File: src/rtl/trap_sequencer_if.sv
// Bundle of exception/interrupt events in and redirect/status results out
// of trap_sequencer; the slave side is the sequencer itself.
interface trap_sequencer_if;
  logic        exc_valid;
  logic [31:0] exc_cause;
  logic [31:0] exc_epc;
  logic        irq_req;
  logic [31:0] irq_epc;
  logic        eret;
  logic        status_we;
  logic [31:0] status_wdata;

  logic        pc_redirect;
  logic [31:0] redirect_pc;
  logic        flush;
  logic        irq_ack;
  logic [31:0] status;
  logic [31:0] epc;
  logic [31:0] cause;
  logic        double_fault;

  modport slave (
    input  exc_valid, exc_cause, exc_epc, irq_req, irq_epc, eret,
           status_we, status_wdata,
    output pc_redirect, redirect_pc, flush, irq_ack, status, epc, cause,
           double_fault
  );

  modport master (
    output exc_valid, exc_cause, exc_epc, irq_req, irq_epc, eret,
           status_we, status_wdata,
    input  pc_redirect, redirect_pc, flush, irq_ack, status, epc, cause,
           double_fault
  );
endinterface

File: src/rtl/trap_sequencer.sv
// Turns exception/interrupt/eret events into a one-cycle PC redirect plus
// flush, and keeps IE/EXL, a private EPC/cause copy and a sticky double fault.
//
// state      | meaning
// ST_RUN     | normal execution, EXL=0, exceptions and enabled irqs accepted
// ST_TRAP    | redirect to handler issued this cycle, inputs ignored
// ST_HANDLER | handler running, EXL=1, irqs masked, nested exc = double fault
// ST_RET     | redirect to saved EPC issued this cycle, inputs ignored
module trap_sequencer #(
  parameter logic [31:0] HANDLER_BASE = 32'h0000_0080,
  parameter bit          VECTORED     = 1'b0
) (
  input logic             clk,
  input logic             rst_n,
  trap_sequencer_if.slave bus
);

  typedef enum logic [1:0] {
    ST_RUN     = 2'd0,
    ST_TRAP    = 2'd1,
    ST_HANDLER = 2'd2,
    ST_RET     = 2'd3
  } state_e;

  state_e      state_q, state_d;
  logic        ie_q, ie_d;
  logic        exl_q, exl_d;
  logic        df_q, df_d;
  logic        redirect_q, redirect_d;
  logic        ack_q, ack_d;
  logic [31:0] epc_q, epc_d;
  logic [31:0] cause_q, cause_d;
  logic [31:0] rpc_q, rpc_d;

  // Only the low cause byte selects a vector; the add wraps mod 2^32.
  function automatic logic [31:0] target(input logic [7:0] code);
    if (VECTORED) return HANDLER_BASE + {24'b0, code};
    return HANDLER_BASE;
  endfunction

  logic unused_wdata;
  assign unused_wdata = ^bus.status_wdata[31:1];

  always_ff @(posedge clk) begin
    if (!rst_n) begin
      state_q    <= ST_RUN;
      ie_q       <= 1'b0;
      exl_q      <= 1'b0;
      df_q       <= 1'b0;
      redirect_q <= 1'b0;
      ack_q      <= 1'b0;
      epc_q      <= 32'h0;
      cause_q    <= 32'h0;
      rpc_q      <= 32'h0;
    end else begin
      state_q    <= state_d;
      ie_q       <= ie_d;
      exl_q      <= exl_d;
      df_q       <= df_d;
      redirect_q <= redirect_d;
      ack_q      <= ack_d;
      epc_q      <= epc_d;
      cause_q    <= cause_d;
      rpc_q      <= rpc_d;
    end
  end

  // Outputs are computed one cycle early so every pulse leaves a flop.
  always_comb begin
    state_d    = state_q;
    ie_d       = ie_q;
    exl_d      = exl_q;
    df_d       = df_q;
    epc_d      = epc_q;
    cause_d    = cause_q;
    redirect_d = 1'b0;
    ack_d      = 1'b0;
    rpc_d      = 32'h0;

    case (state_q)
      ST_RUN: begin
        if (bus.status_we) ie_d = bus.status_wdata[0];
        if (bus.exc_valid) begin
          state_d    = ST_TRAP;
          epc_d      = bus.exc_epc;
          cause_d    = bus.exc_cause;
          exl_d      = 1'b1;
          redirect_d = 1'b1;
          rpc_d      = target(bus.exc_cause[7:0]);
        end else if (bus.irq_req && ie_q) begin
          state_d    = ST_TRAP;
          epc_d      = bus.irq_epc;
          cause_d    = 32'h0;
          exl_d      = 1'b1;
          redirect_d = 1'b1;
          ack_d      = 1'b1;
          rpc_d      = target(8'h00);
        end
      end
      ST_TRAP: state_d = ST_HANDLER;
      ST_HANDLER: begin
        if (bus.status_we) ie_d = bus.status_wdata[0];
        if (bus.exc_valid) begin
          // Nested fault keeps the original EPC/cause so eret still returns.
          state_d    = ST_TRAP;
          df_d       = 1'b1;
          redirect_d = 1'b1;
          rpc_d      = target(bus.exc_cause[7:0]);
        end else if (bus.eret) begin
          state_d    = ST_RET;
          exl_d      = 1'b0;
          redirect_d = 1'b1;
          rpc_d      = epc_q;
        end
      end
      ST_RET:  state_d = ST_RUN;
      default: state_d = ST_RUN;
    endcase
  end

  assign bus.pc_redirect  = redirect_q;
  assign bus.flush        = redirect_q;
  assign bus.redirect_pc  = rpc_q;
  assign bus.irq_ack      = ack_q;
  assign bus.status       = {30'b0, exl_q, ie_q};
  assign bus.epc          = epc_q;
  assign bus.cause        = cause_q;
  assign bus.double_fault = df_q;

endmodule

File: src/flat_wrapper.sv
// flat-port wrapper written by rule: the top's interface ports become plain ports
module trap_sequencer_flat 
#(
  parameter logic [31:0] HANDLER_BASE = 32'h0000_0080,
  parameter bit          VECTORED     = 1'b0
)
  (clk, rst_n, bus_exc_valid, bus_exc_cause, bus_exc_epc, bus_irq_req, bus_irq_epc, bus_eret, bus_status_we, bus_status_wdata, bus_pc_redirect, bus_redirect_pc, bus_flush, bus_irq_ack, bus_status, bus_epc, bus_cause, bus_double_fault);
  trap_sequencer_if bus_i ();
  input logic clk;
  input logic rst_n;
  input wire logic [$bits(bus_i.exc_valid)-1:0] bus_exc_valid;
  input wire logic [$bits(bus_i.exc_cause)-1:0] bus_exc_cause;
  input wire logic [$bits(bus_i.exc_epc)-1:0] bus_exc_epc;
  input wire logic [$bits(bus_i.irq_req)-1:0] bus_irq_req;
  input wire logic [$bits(bus_i.irq_epc)-1:0] bus_irq_epc;
  input wire logic [$bits(bus_i.eret)-1:0] bus_eret;
  input wire logic [$bits(bus_i.status_we)-1:0] bus_status_we;
  input wire logic [$bits(bus_i.status_wdata)-1:0] bus_status_wdata;
  output wire logic [$bits(bus_i.pc_redirect)-1:0] bus_pc_redirect;
  output wire logic [$bits(bus_i.redirect_pc)-1:0] bus_redirect_pc;
  output wire logic [$bits(bus_i.flush)-1:0] bus_flush;
  output wire logic [$bits(bus_i.irq_ack)-1:0] bus_irq_ack;
  output wire logic [$bits(bus_i.status)-1:0] bus_status;
  output wire logic [$bits(bus_i.epc)-1:0] bus_epc;
  output wire logic [$bits(bus_i.cause)-1:0] bus_cause;
  output wire logic [$bits(bus_i.double_fault)-1:0] bus_double_fault;
  assign bus_i.exc_valid = bus_exc_valid;
  assign bus_i.exc_cause = bus_exc_cause;
  assign bus_i.exc_epc = bus_exc_epc;
  assign bus_i.irq_req = bus_irq_req;
  assign bus_i.irq_epc = bus_irq_epc;
  assign bus_i.eret = bus_eret;
  assign bus_i.status_we = bus_status_we;
  assign bus_i.status_wdata = bus_status_wdata;
  assign bus_pc_redirect = bus_i.pc_redirect;
  assign bus_redirect_pc = bus_i.redirect_pc;
  assign bus_flush = bus_i.flush;
  assign bus_irq_ack = bus_i.irq_ack;
  assign bus_status = bus_i.status;
  assign bus_epc = bus_i.epc;
  assign bus_cause = bus_i.cause;
  assign bus_double_fault = bus_i.double_fault;
  trap_sequencer #(.HANDLER_BASE(HANDLER_BASE), .VECTORED(VECTORED)) u_core (.clk(clk), .rst_n(rst_n), .bus(bus_i));
endmodule
File: config.mk
export PLATFORM = sky130hd
export DESIGN_NAME = trap_sequencer_flat
export DESIGN_NICKNAME = d
export VERILOG_FILES = /design/src/rtl/trap_sequencer_if.sv /design/src/rtl/trap_sequencer.sv /design/src/flat_wrapper.sv
export SDC_FILE = /design/constraint.sdc
export NUM_CORES = 1
export LEC_CHECK = 0
export BUFFER_PORTS_ARGS = -buffer_cell sky130_fd_sc_hd__buf_2
export CAP_MARGIN = 10
export CORE_AREA = 2 2 104 106
export DETAILED_ROUTE_END_ITERATION = 12
export DIE_AREA = 0 0 106 108
export HOLD_SLACK_MARGIN = 0.03
export PLACE_DENSITY = 0.79
export REMOVE_ABC_BUFFERS = 1
export SLEW_MARGIN = 20
export SYNTH_ARGS = -nofsm -noshare
export SYNTH_HDL_FRONTEND = slang
export SYNTH_SLANG_ARGS = --single-unit
File: constraint.sdc
create_clock -name clk -period 1.8 [get_ports clk]
set_input_delay 0.36 -clock clk [delete_from_list [all_inputs] [get_ports clk]]
set_output_delay 0.36 -clock clk [all_outputs]
set_load 0.005 [all_outputs]
==> results of run 1 <==
## final cells by class
| cell class | instances | area [um2] |
|---|---|---|
| antenna | 1 | 2.50 |
| clock buffer | 10 | 128 |
| clock inverter | 6 | 91.3 |
| fill | 938 | 5010 |
| multi-input combinational | 218 | 1610 |
| sequential | 103 | 2060 |
| tap | 136 | 170 |
| timing repair buffer | 217 | 1160 |
## metal layers
layer	routed length [um]	part of all wire [%]	GRT usage, %	up-vias
met1	4080	40	20.2	1519
li1	-	-	-	1586
met5	0	0	0	-
met2	5110	51	30.9	161
met3	832	8.2	4.88	6
met4	77	0.76	5.36	0
## cells by family (layout without fill, tap and decap cells)
logic type,after synthesis,after routing,synth area share [%]
AND/OR/NAND/NOR,80,80,11.6
flip-flops,103,103,52.0
other,1,31,0.0946
buffers and inverters,63,233,10.5
AO/OA/AOI/OAI,74,74,17.2
multiplexers,34,34,8.58
## registers in the layout (all words and copies together), names as in the netlist
name and flops:
u_core.bus.epc 32, u_core.bus.redirect_pc 32, u_core.ie_q 1, u_core.bus.irq_ack 1, u_core.bus.cause 32, u_core.bus.flush 1, u_core.state_q 2, u_core.bus.double_fault 1
u_core.exl_q 1
## worst max-delay path, cell delays in order (launching register included)
cell,delay [ns]
dfxtp_1,0.56
nor2_2,0.13
and2_1,0.17
buf_4,0.21
o211a_1,0.23
## per-stage QoR
| stage | worst slack [ns] | power (mW) | area [um2] | setup TNS (ns) | std cells |
|---|---|---|---|---|---|
| 4_1_cts | 0.382 | 4.85 | 5210 | 0 | 690 |
| 3_3_place_gp | 0.291 | 3.26 | 4990 | 0 | 674 |
| 5_1_grt | 0.289 | 5.03 | 5210 | 0 | 690 |
| 3_5_place_dp | 0.276 | 3.28 | 4990 | 0 | 674 |
| 2_1_floorplan | -0.305 | 2.86 | 3660 | -16.27 | 321 |
| 6_report | 0.398 | 4.78 | 5220 | 0 | 691 |
## worst paths after layout
| path | startpoint | endpoint |
|---|---|---|
| max | u_core.state_q[1] | u_core.bus.epc[1] |
| min reg2reg | u_core.exl_q | u_core.exl_q |
| min | bus_exc_cause[13] | u_core.bus.cause[13] |
| max reg2reg | u_core.state_q[1] | u_core.bus.epc[1] |
## cells in the final DEF, fill, tap and decap left out, types with 2 or more instances in the layout
cell type / instances
buf_4: 10
mux2i_1: 34
buf_2: 204
and2_1: 32
dfxtp_1: 103
nand2_1: 4
buf_12: 3
inv_6: 2
o211a_1: 32
a22o_1: 32
nand3_1: 32
a21o_1: 2
bufinv_16: 2
nor2_1: 3
o21ba_2: 2
clkbuf_8: 9
conb_1: 30
nor2b_1: 3
## report_power, final
part / leakage, nW / switching [mW] / internal (mW) / total, mW
sequential: 0.844 / 0.0927 / 2.42 / 2.51
clock: 0.111 / 0.765 / 0.794 / 1.56
combinational: 2.00 / 0.340 / 0.369 / 0.709
==> flow_metrics.py, run 1 <==
metrics = {
    "run_status": {
        "status": "finished clean",
    },
    "logic_synthesis": {
        "ys.flop_type": "dfxtp_1",
        "syn_area_per_cell_um2": 11.2,
        "synth-seq-cells": 103,
        "synthArstFlopShare_pct": 0,
        "synth.distinct_cells": 28,
        "syn_area_mm2": 0.00397,
        "yosys_warnings": 0,
        "synth_area_leaders": "dfxtp_1 52%, mux2i_1 8.6%, o211a_1 8.1%, a22o_1 7.1%, buf_4 6.4%",
        "synth_top_area_share_pct": 52.0,
        "synth_most_common_cell": "dfxtp_1",
        "yosysTopAreaCell": "dfxtp_1",
        "synth-seq-area-share_pct": 52.0,
        "synth-edff-count": 0,
        "syn_inst": 355,
        "synth_common_cells": "103 x dfxtp_1, 34 x buf_4, 34 x mux2i_1",
    },
    "clock_network": {
        "ctsResizeCount": 0,
        "cts_hold_buf": 0,
        "cts.sinks": 103,
        "cts_buffers": 9,
        "cts_setup_buffers": 0,
        "path_clk_slew_ns": 0.10,
        "worstSkewPairLatency_ns": 0.35,
        "cts-htree-levels": 3,
        "cts_tree": "yes",
        "root_buffer": "clkbuf_8",
        "cts_buffer_depth": 2,
    },
    "setup_path": {
        "start_kind": "register",
        "regToRegSetupSlack_ns": 0.40,
        "criticalPathCategory": "reg2reg",
        "worst_ep_arrival_time_ns": 1.65,
        "cp_max_fo": 21,
        "cp.required_ns": 2.05,
        "endpoint_kind": "register",
        "reg2reg_depth": 4,
    },
    "die": {
        "num_io_pins": 266,
        "initial_core_util_pct": 38.8,
        "die_y_um": 108,
        "dieWidth_um": 106,
        "die_area_mm2": 0.0114,
        "fp-row-count": 37,
        "core_mm2": 0.0102,
    },
    "power": {
        "power.density_mw_per_mm2": 917,
        "leakagePower_nw": 2.95,
        "vdd_drop_max_v": 0.000445,
    },
    "timing": {
        "setup_viol": 0,
        "hold_violations": 0,
        "slew_viol_final": 0,
        "holdWs_ns": 0.227,
        "finalCritPeriodShare_pct": 77.9,
        "finClkSkew_ns": 0.00894,
        "fmaxAchievable_ghz": 0.713,
        "rsz0062_at_grt": "no",
        "fin_crit_ns": 1.40,
    },
    "route": {
        "firstDrtPassIters": 4,
        "drt_wl_total_um": 10100,
        "routed-via-count": 3272,
        "drtIter0Drc": 195,
        "vias_per_cell": 4.74,
        "postRouteAntennaNets": 0,
        "drc": 0,
        "routedWlPerCell_um": 14.6,
    },
    "hold_path": {
        "hold_class": "in2reg",
        "holdPathStages": 2,
    },
    "global_route": {
        "track_usage_pct": 17.3,
        "grt_max_degree": 36,
        "antenna_found_initial": 1,
        "overflow": 0,
        "first_global_vias": 3116,
        "grt_pass1_wl_um": 15400,
    },
    "final_layout": {
        "area_growth_syn_to_layout_pct": 31.6,
        "fin_nets": 683,
        "utilization_pct": 51.0,
        "drive_gt1_share_pct": 43.1,
    },
    "job": {
        "cap_violations": 0,
    },
    "placed_design": {
        "gp_congestion": 0.709,
        "numPortBuffers": 204,
        "place_hpwl_um": 7720,
    },
}
Power figures use the tool's default switching activity.
==> run 2: changes to the inputs <==
--- a/config.mk
+++ b/config.mk
@@ -5,13 +5,14 @@
 export SDC_FILE = /design/constraint.sdc
 export NUM_CORES = 1
 export LEC_CHECK = 0
+export ABC_AREA = 1
 export BUFFER_PORTS_ARGS = -buffer_cell sky130_fd_sc_hd__buf_2
 export CAP_MARGIN = 10
-export CORE_AREA = 2 2 104 106
+export CORE_MARGIN = 2
+export CORE_UTILIZATION = 42
 export DETAILED_ROUTE_END_ITERATION = 12
-export DIE_AREA = 0 0 106 108
 export HOLD_SLACK_MARGIN = 0.03
-export PLACE_DENSITY = 0.79
+export PLACE_DENSITY = 0.84
 export REMOVE_ABC_BUFFERS = 1
 export SLEW_MARGIN = 20
 export SYNTH_ARGS = -nofsm -noshare
==> constraint.sdc (replaced) <==
create_clock -name clk -period 1.3 [get_ports clk]
set_input_delay 0.26 -clock clk [delete_from_list [all_inputs] [get_ports clk]]
set_output_delay 0.26 -clock clk [all_outputs]
set_load 0.005 [all_outputs]
==> run 2 against run 1 <==
Core utilization is 6.0 points higher. Clock power is 28% higher. Flip-flop and latch count stayed put. Clock-buffer cell count stayed put. Non-clock buffer count is 6 higher. Critical endpoint is now u_core.bus.epc[11]. Highest routed layer unchanged.
==> flow_metrics.py, run 2 <==
metrics = {
    "clock_network": {
        "path_clk_slew_ns": 0.10,
        "cts_tree": "yes",
        "cts.sinks": 103,
        "cts-htree-levels": 3,
        "root_buffer": "clkbuf_8",
        "cts_buffers": 9,
        "cts_buffer_depth": 2,
        "worstSkewPairLatency_ns": 0.35,
    },
    "setup_path": {
        "criticalPathCategory": "reg2reg",
        "cp.buffers_inverters": 1,
        "cp.required_ns": 1.53,
        "start_kind": "register",
        "cp_max_fo": 27,
        "cpPeakStageDelay_ns": 0.36,
        "worstPathCellList": "nor2_4, nand2_8, buf_12, o21ai_0, a21oi_1",
        "crit_path_top_delay_cell": "dfxtp_1",
        "endpoint_kind": "register",
        "crit_family": "flip-flops",
        "worst_ep_arrival_time_ns": 1.45,
    },
    "timing": {
        "hold_violations": 0,
        "slew_viol_final": 0,
        "finClkSkew_ns": 0.0159,
        "fin_crit_ns": 1.21,
        "worst_slack_ns": 0.0874,
        "setup_viol": 0,
        "fin_setup_tns_ns": 0,
        "finalCritPeriodShare_pct": 93.3,
        "fmaxAchievable_ghz": 0.825,
        "holdWs_ns": 0.137,
    },
    "final_layout": {
        "area_growth_syn_to_layout_pct": 30.4,
        "final_cells": 852,
        "final_common_cell": "buf_2",
        "finalInstanceArea_mm2": 0.00531,
        "diodes": 0,
        "utilization_pct": 57.0,
        "fin_nets": 854,
        "final_cell_mix": "204 x buf_2, 164 x nand2_1, 101 x dfxtp_1",
        "fillCellCount": 881,
        "drive_gt1_share_pct": 35.0,
    },
    "die": {
        "die_area_mm2": 0.0105,
        "num_io_pins": 266,
        "die_y_um": 103,
        "initial_core_util_pct": 43.7,
        "fp-row-count": 35,
        "core_mm2": 0.00933,
        "dieWidth_um": 103,
    },
    "logic_synthesis": {
        "synth_top_area_share_pct": 50.6,
        "syn_inst": 523,
        "yosysTopAreaCell": "dfxtp_1",
        "ys.flop_type": "dfxtp_1",
        "synth_area_leaders": "dfxtp_1 51%, nand2_1 15%, a21oi_1 8.1%, buf_4 6.1%, nor3_1 3.8%",
        "synth_common_cells": "164 x nand2_1, 103 x dfxtp_1, 66 x a21oi_1, 35 x inv_1, 33 x buf_4",
        "syn_area_per_cell_um2": 7.79,
        "syn_area_mm2": 0.00408,
        "synth.distinct_cells": 26,
        "yosys_warnings": 0,
        "synth-seq-area-share_pct": 50.6,
        "synthArstFlopShare_pct": 0,
        "synth-seq-cells": 103,
        "synth_most_common_cell": "nand2_1",
        "synth-edff-count": 0,
    },
    "global_route": {
        "grt_max_degree": 33,
        "overflow": 0,
        "grt_pass1_wl_um": 15500,
        "first_global_vias": 3439,
        "track_usage_pct": 18.7,
        "antenna_found_initial": 0,
    },
    "route": {
        "postRouteAntennaNets": 0,
        "drt_wl_total_um": 10500,
        "routed-via-count": 3894,
        "vias_per_cell": 4.57,
        "drc": 0,
        "drtIter0Drc": 94,
        "firstDrtPassIters": 4,
        "routedWlPerCell_um": 12.3,
    },
    "placed_design": {
        "place_hpwl_um": 7930,
        "gp_congestion": 0.759,
        "dp.cells": 838,
        "pre_cts_ws_ns": 0.00989,
        "placed_area_mm2": 0.00510,
        "numPortBuffers": 204,
    },
    "power": {
        "leakagePower_nw": 2.72,
        "finalPower_mw": 6.69,
        "power.density_mw_per_mm2": 1260,
        "vdd_drop_max_v": 0.000606,
    },
    "hold_path": {
        "hold_class": "in2reg",
    },
    "run_status": {
        "status": "finished clean",
    },
    "job": {
        "cap_violations": 0,
    },
}
## run 2: final cells by class
cell class	count	area, um2	area share, %
Clock buffer	10	138	2.59
Clock inverter	4	55.1	1.04
Inverter	37	144	2.71
Multi-Input combinational cell	346	1540	28.9
Sequential cell	103	2060	38.9
Tap cell	129	161	3.04
Timing Repair Buffer	223	1210	22.8
## run 2: path summary, 6_finish.rpt
path	cells after the start	end	startpoint	slack, ns
max	5	u_core.bus.epc[11]	u_core.state_q[1]	0.09
min	3	u_core.bus.cause[18]	bus_exc_cause[18]	0.14
max reg2reg	5	u_core.bus.epc[11]	u_core.state_q[1]	0.09
min reg2reg	2	u_core.bus.redirect_pc[29]	u_core.bus.epc[29]	0.45
## run 2: layer usage
layer	wire (um)	part of all wire (%)	vias up	track usage (%)
li1	-	-	1981	-
met1	4370	42	1736	21.3
met2	4920	47	168	32.3
met3	1070	10	9	7.32
met4	104	0.99	0	5.44
met5	0	0	-	0
## run 2: what timing repair did
action / 4_1_cts / 5_1_grt
hold buffers: 0 / 0
buffers inserted: 0 / 0
resized for setup: 0 / 10
setup endpoints to repair: 0 / 20
## run 2: cells by family (layout without fill, tap and decap cells)
logic type	after synthesis	in the layout	share of synthesized area, %
and+or+nand+nor	215	215	22.1
DFF	103	103	50.6
buffers and inverters	103	274	14.7
AOI/OAI and AO/OA	101	101	12.5
other	1	30	0.0920
## run 2: tightest hold or removal path, cell delays in order
cell	delay, ns
buf_2	0.09
nand2_1	0.05
a21oi_1	0.05
## run 2: report_power, final
part           internal (mW)  switching (mW)  total (mW)
sequential              3.37           0.111        3.48
clock                  0.937            1.05        1.99
combinational          0.530           0.687        1.22
